===== src/rtl/cmp_pkg.sv =====
// cmp_pkg: mode encodings, FSM states and signed-mode helper for cmp_mc
package cmp_pkg;
    typedef enum logic [2:0] {
        CMP_SGTU = 3'b000,
        CMP_SGT  = 3'b001,
        CMP_SLTU = 3'b010,
        CMP_SLT  = 3'b011,
        CMP_SEQ  = 3'b100,
        CMP_SNE  = 3'b101,
        CMP_SGEU = 3'b110,
        CMP_SGE  = 3'b111
    } cmp_mode_e;

    typedef enum logic [1:0] {
        IDLE = 2'd0,
        RUN  = 2'd1,
        DONE = 2'd2
    } state_e;

    // SEQ/SNE share the odd-bit encoding but never need the MSB flip
    function automatic logic is_signed(input logic [2:0] m);
        return m[0] && (m[2:1] != 2'b10);
    endfunction
endpackage


===== src/rtl/sub_chunk.sv =====
// sub_chunk: W-bit subtractor x - y - bin with borrow out
module sub_chunk #(
    parameter int W = 8
) (
    input  logic [W-1:0] x,
    input  logic [W-1:0] y,
    input  logic         bin,
    output logic [W-1:0] diff,
    output logic         bout
);
    assign {bout, diff} = {1'b0, x} - {1'b0, y} - {{W{1'b0}}, bin};
endmodule


===== src/rtl/cmp_mc.sv =====
// cmp_mc: multi-cycle set-on-compare unit, CHUNK bits of B-A per cycle, LSB first
module cmp_mc
    import cmp_pkg::*;
#(
    parameter int N     = 32,
    parameter int CHUNK = 8
) (
    input  logic         clk,
    input  logic         rst,
    input  logic         start,
    input  logic [2:0]   mode,
    input  logic [N-1:0] A,
    input  logic [N-1:0] B,
    output logic         busy,
    output logic         valid,
    output logic [N-1:0] C,
    output logic         lt,
    output logic         eq,
    output logic         gt
);
    localparam int NCH = N / CHUNK;
    localparam int CW  = NCH > 1 ? $clog2(NCH) : 1;

    if (CHUNK < 1 || CHUNK > N || (N % CHUNK) != 0) begin : g_bad_param
        $fatal(1, "cmp_mc: illegal N=%0d CHUNK=%0d", N, CHUNK);
    end

    state_e         state, nxt;
    logic [N-1:0]   a_r, b_r;
    logic [2:0]     mode_r;
    logic [CW-1:0]  cnt;
    logic           brw, neq;
    logic [CHUNK-1:0] xa, xb, diff;
    logic           bout, last, cap, fgt, feq, flt, cond;

    assign xa = a_r[int'(cnt)*CHUNK +: CHUNK];
    assign xb = b_r[int'(cnt)*CHUNK +: CHUNK];

    sub_chunk #(.W(CHUNK)) u_sub (
        .x   (xb),
        .y   (xa),
        .bin (brw),
        .diff(diff),
        .bout(bout)
    );

    // the chained chunk differences are the chunks of B-A, so all-zero means A==B
    assign last = cnt == CW'(NCH - 1);
    assign cap  = start && state != RUN;
    assign fgt  = bout;
    assign feq  = ~(neq | (|diff));
    assign flt  = ~fgt & ~feq;
    assign cond = mode_r[2:1] == 2'b00 ? fgt :
                  mode_r[2:1] == 2'b01 ? flt :
                  mode_r == CMP_SEQ    ? feq :
                  mode_r == CMP_SNE    ? ~feq : ~flt;

    always_comb begin
        nxt   = state;
        busy  = state == RUN;
        valid = state == DONE;
        case (state)
            IDLE:    nxt = start ? RUN : IDLE;
            RUN:     nxt = last ? DONE : RUN;
            DONE:    nxt = start ? RUN : IDLE;
            default: nxt = IDLE;
        endcase
    end

    always_ff @(posedge clk) begin
        if (rst) begin
            state  <= IDLE;
            a_r    <= '0;
            b_r    <= '0;
            mode_r <= '0;
            cnt    <= '0;
            brw    <= 1'b0;
            neq    <= 1'b0;
            C      <= '0;
            lt     <= 1'b0;
            eq     <= 1'b0;
            gt     <= 1'b0;
        end else begin
            state <= nxt;
            if (cap) begin
                // flipping both MSBs turns a signed compare into an unsigned one
                a_r         <= A;
                b_r         <= B;
                a_r[N-1]    <= A[N-1] ^ is_signed(mode);
                b_r[N-1]    <= B[N-1] ^ is_signed(mode);
                mode_r      <= mode;
                cnt         <= '0;
                brw         <= 1'b0;
                neq         <= 1'b0;
            end else if (state == RUN) begin
                cnt <= last ? '0 : cnt + 1'b1;
                brw <= bout;
                neq <= neq | (|diff);
                if (last) begin
                    C  <= N'(cond);
                    lt <= flt;
                    eq <= feq;
                    gt <= fgt;
                end
            end
        end
    end
endmodule


===== config.mk =====
export PLATFORM = sky130hd
export DESIGN_NAME = cmp_mc
export DESIGN_NICKNAME = d
export VERILOG_FILES = /design/src/rtl/cmp_pkg.sv /design/src/rtl/sub_chunk.sv /design/src/rtl/cmp_mc.sv
export SDC_FILE = /design/constraint.sdc
export NUM_CORES = 1
export LEC_CHECK = 0
export ABC_AREA = 1
export CELL_PAD_IN_SITES_DETAIL_PLACEMENT = 0
export CELL_PAD_IN_SITES_GLOBAL_PLACEMENT = 1
export CORE_MARGIN = 3
export CORE_UTILIZATION = 30
export CTS_CLUSTER_SIZE = 40
export DETAILED_ROUTE_END_ITERATION = 10
export GPL_TIMING_DRIVEN = 0
export PLACE_DENSITY_LB_ADDON = 0.1
export SLEW_MARGIN = 10
export SYNTH_ARGS = -nofsm -noshare
export SYNTH_HDL_FRONTEND = slang
export SYNTH_SLANG_ARGS = --single-unit

===== constraint.sdc =====
create_clock -name clk -period 5.1 [get_ports clk]
set_clock_uncertainty 0.05 [all_clocks]
set_input_delay 0.765 -clock clk [delete_from_list [all_inputs] [get_ports clk]]
set_output_delay 0.765 -clock clk [all_outputs]
set_load 0.02 [all_outputs]

==> summary.txt <==
Longest Clk Path Bufs: 2
Die area: 14700 um^2
Post-synth EDFFs: 0
Antenna Cells: 0
# DRC: 0
Cell depth of the worst setup path: 19
Hold Crit Class: register to register
Fmax: 0.272 GHz
DRT Pass-1 Iters: 4
CP startpoint kind: register
Initial antenna violation count: 0
Via count: 3882
Final ANT Viol Nets: 0
Setup-failing EPs final: 0
P&R area growth vs syn: 35.9%
Critical Path AT: 3.86 ns
Hold buffer count at CTS: 0
Status: finished, final reports clean
Share of total power in combinational logic: 0.252
Slowest CP cell: clkbuf_1
Fin crit share: 0.722
Setup TNS: 0 ns
Cts bufs inserted: 9
Via/cell ratio: 4.45
Critical Path End Type: register
Max-cap violations: 0
Sequential power share: 0.354
Synthesis Warnings: 0
Clock power share: 0.394
Filler cells: 1361
Switching share of total power: 0.301
Ys flop type: dfxtp_1
Largest net degree at the start of global routing: 14
PD cells: 355 nW/um^2
Core Footprint: 12800 um^2
Layout net count: 780
Tmin final: 3.68 ns
Die H: 121 um
DRT iter0 DRCs: 157
Starting Density: 0.311
Synthesized instance count: 579
Placer Congestion: 0.833
Yosys reg bits: 77
Final Power: 1.92 mW
Post-Synthesis Cell Area: 3980 um^2
Post_cts resized: 0
Seq/Total Area, Yosys: 0.388
Post-CTS setup buffers: 0
Slew Viols, Final: 0
RSZ-0062 raised after global routing: false
Number of global-route vias before repair: 3814
Detailed placement HPWL: 9.53 mm
Final hold vios: 0
WL/cell: 13.8 um
Distinct cell type count after synthesis: 33
Root buffer cell: clkbuf_16
Leak: 2.41 nW
Largest cells by area after synthesis: dfxtp_1, nor2_1, o21ai_0, nand2_1, buf_4
Placed cell areas: 5060 um^2
Internal power: 1.34 mW
Switch Pwr: 0.576 mW
Crit-path cells: inv_2, clkbuf_1, nand2_1, a32o_1, fa_1, inv_1, fa_1, nor3b_1, nand3_1, nor2_1, nand3_1, nor2_1, nand2_1, nor2_1, nor2_1, nor2_1, nand2_1, nand2_1, a21oi_1
Maximum level of the CTS H-tree: 3
GRT overflow: 0
Number of buffers added on ports: 75
Worst R2R Path Depth: 19
Kind of critical path: register to register
Hold depth: 2
Mean post-synth cell area: 6.87 um^2
Worst path max stage delay: 0.43 ns
Share of cells above drive strength 1: 0.0886
Die width: 121 um
WL final: 12.0 mm
Total GRT Usage: 0.170
Finished layout cell area: 5410 um^2
Data required, critical path: 5.28 ns
Worst slew pin tran: 0.537 ns
Async SR Flop Fraction: 0
Clock transition at path regs: 0.06 ns
Cell family contributing the most delay on the critical path: simple AND/OR/NAND/NOR gates
First-pass GRT wire length: 19.0 mm
CP bufs+invs: 3
Slew margin rel.: 0.642
Io pins: 107
Synth top area share: 0.388
Max FO, Critical Path: 10
CTS tree: done
Clk_lat worst skew: 0.34 ns
Clock sink count: 77
Cell row count: 41
VDD IR max: 139 uV
CP dominant cell by count: nor2_1
Biggest area consumer among synthesized cells: dfxtp_1
==> cell type report <==
| type | count | area, um^2 | share of cell area |
|---|---|---|---|
| multi-input cells | 427 | 2030 | 0.376 |
| flip-flops and latches | 77 | 1540 | 0.285 |
| repair buffers | 75 | 751 | 0.139 |
| plain buffers | 61 | 352 | 0.0650 |
| clock buffers | 11 | 243 | 0.0449 |
| well taps | 172 | 215 | 0.0398 |
| inverters | 44 | 165 | 0.0306 |
| clock inverters | 5 | 106 | 0.0197 |
==> layout by cell type, fill, tap and decap left out, types with 9 or more instances in the layout <==
| master | netlist | routed |
|---|---|---|
| nor2_1 | 159 | 159 |
| o21ai_0 | 89 | 89 |
| dfxtp_1 | 77 | 77 |
| clkdlybuf4s50_1 | 0 | 75 |
| nand2_1 | 70 | 70 |
| inv_1 | 40 | 40 |
| buf_4 | 31 | 31 |
| conb_1 | 1 | 31 |
| clkbuf_1 | 22 | 23 |
| a21oi_1 | 18 | 18 |
| ha_1 | 13 | 13 |
| nand3_1 | 9 | 9 |
| clkbuf_16 | 0 | 9 |
==> final timing paths <==
kind | end | slack [ns] | startpoint
max | C[0] | 1.42 | cnt[0]
min | a_r[22] | 0.43 | a_r[22]
max reg2reg | C[0] | 1.42 | cnt[0]
min reg2reg | a_r[22] | 0.43 | a_r[22]
==> metal layers <==
layer,global-route usage,part of all wire,up-vias
met5,0,0,-
met4,0.0546,0.015,0
met3,0.0448,0.063,16
met2,0.279,0.48,96
met1,0.217,0.45,1728
li1,-,-,2042
==> synthesized netlist by cell type, types with 4 or more instances <==
library cell  instances
nor2_1              159
o21ai_0              89
dfxtp_1              77
nand2_1              70
inv_1                40
buf_4                31
clkbuf_1             22
a21oi_1              18
ha_1                 13
nand3_1               9
a32o_1                7
o22ai_1               7
buf_2                 5
inv_2                 4
==> flip-flops by register name (all words and copies together) (netlist names) <==
signal and flops:
neq 1, eq 1, gt 1, a_r 32, cnt 2, brw 1
lt 1, mode_r 3, state 2, C 1, b_r 32
==> worst reg2reg max path, delay by kind of cell (launching register included) <==
family	cells	cell delay, ns
buffers and inverters	3	0.67
AO/OA/AOI/OAI	2	0.34
flip-flops	1	0.37
adder cells (fa/ha/maj)	2	0.79
AND/OR/NAND/NOR	12	1.33
==> power groups by stage <==
stage	logic [mW]	registers, mW	clock network [mW]
floorplan	0.340	0.680	0
global placement	0.476	0.692	0
detailed placement	0.482	0.693	0
CTS	0.485	0.680	0.773
global route	0.559	0.684	0.804
finish	0.483	0.679	0.755
==> cell families (layout without fill, tap and decap cells) <==
family                     count (synthesis)  after routing  synth area share
and+or+nand+nor                          250            250             0.250
AOI/OAI and AO/OA                        129            129             0.176
buffers and inverters                    105            196             0.130
DFF                                       77             77             0.388
adders and majority gates                 15             15            0.0510
xor gates and xnor gates                   2              2           0.00440
other                                      1             31          0.000943
==> stage by stage <==
stage          hold slack (ns)  worst slack (ns)  utilization  instances
2_1_floorplan            0.400              2.11            -        609
4_1_cts                  0.433              1.41        0.423        872
5_1_grt                  0.463              1.13        0.423        872
3_5_place_dp             0.418              1.43        0.396        856
6_report                 0.429              1.42        0.423        872
3_3_place_gp             0.412              1.48        0.396        856
Note: power is estimated with default switching activity, not from simulation.
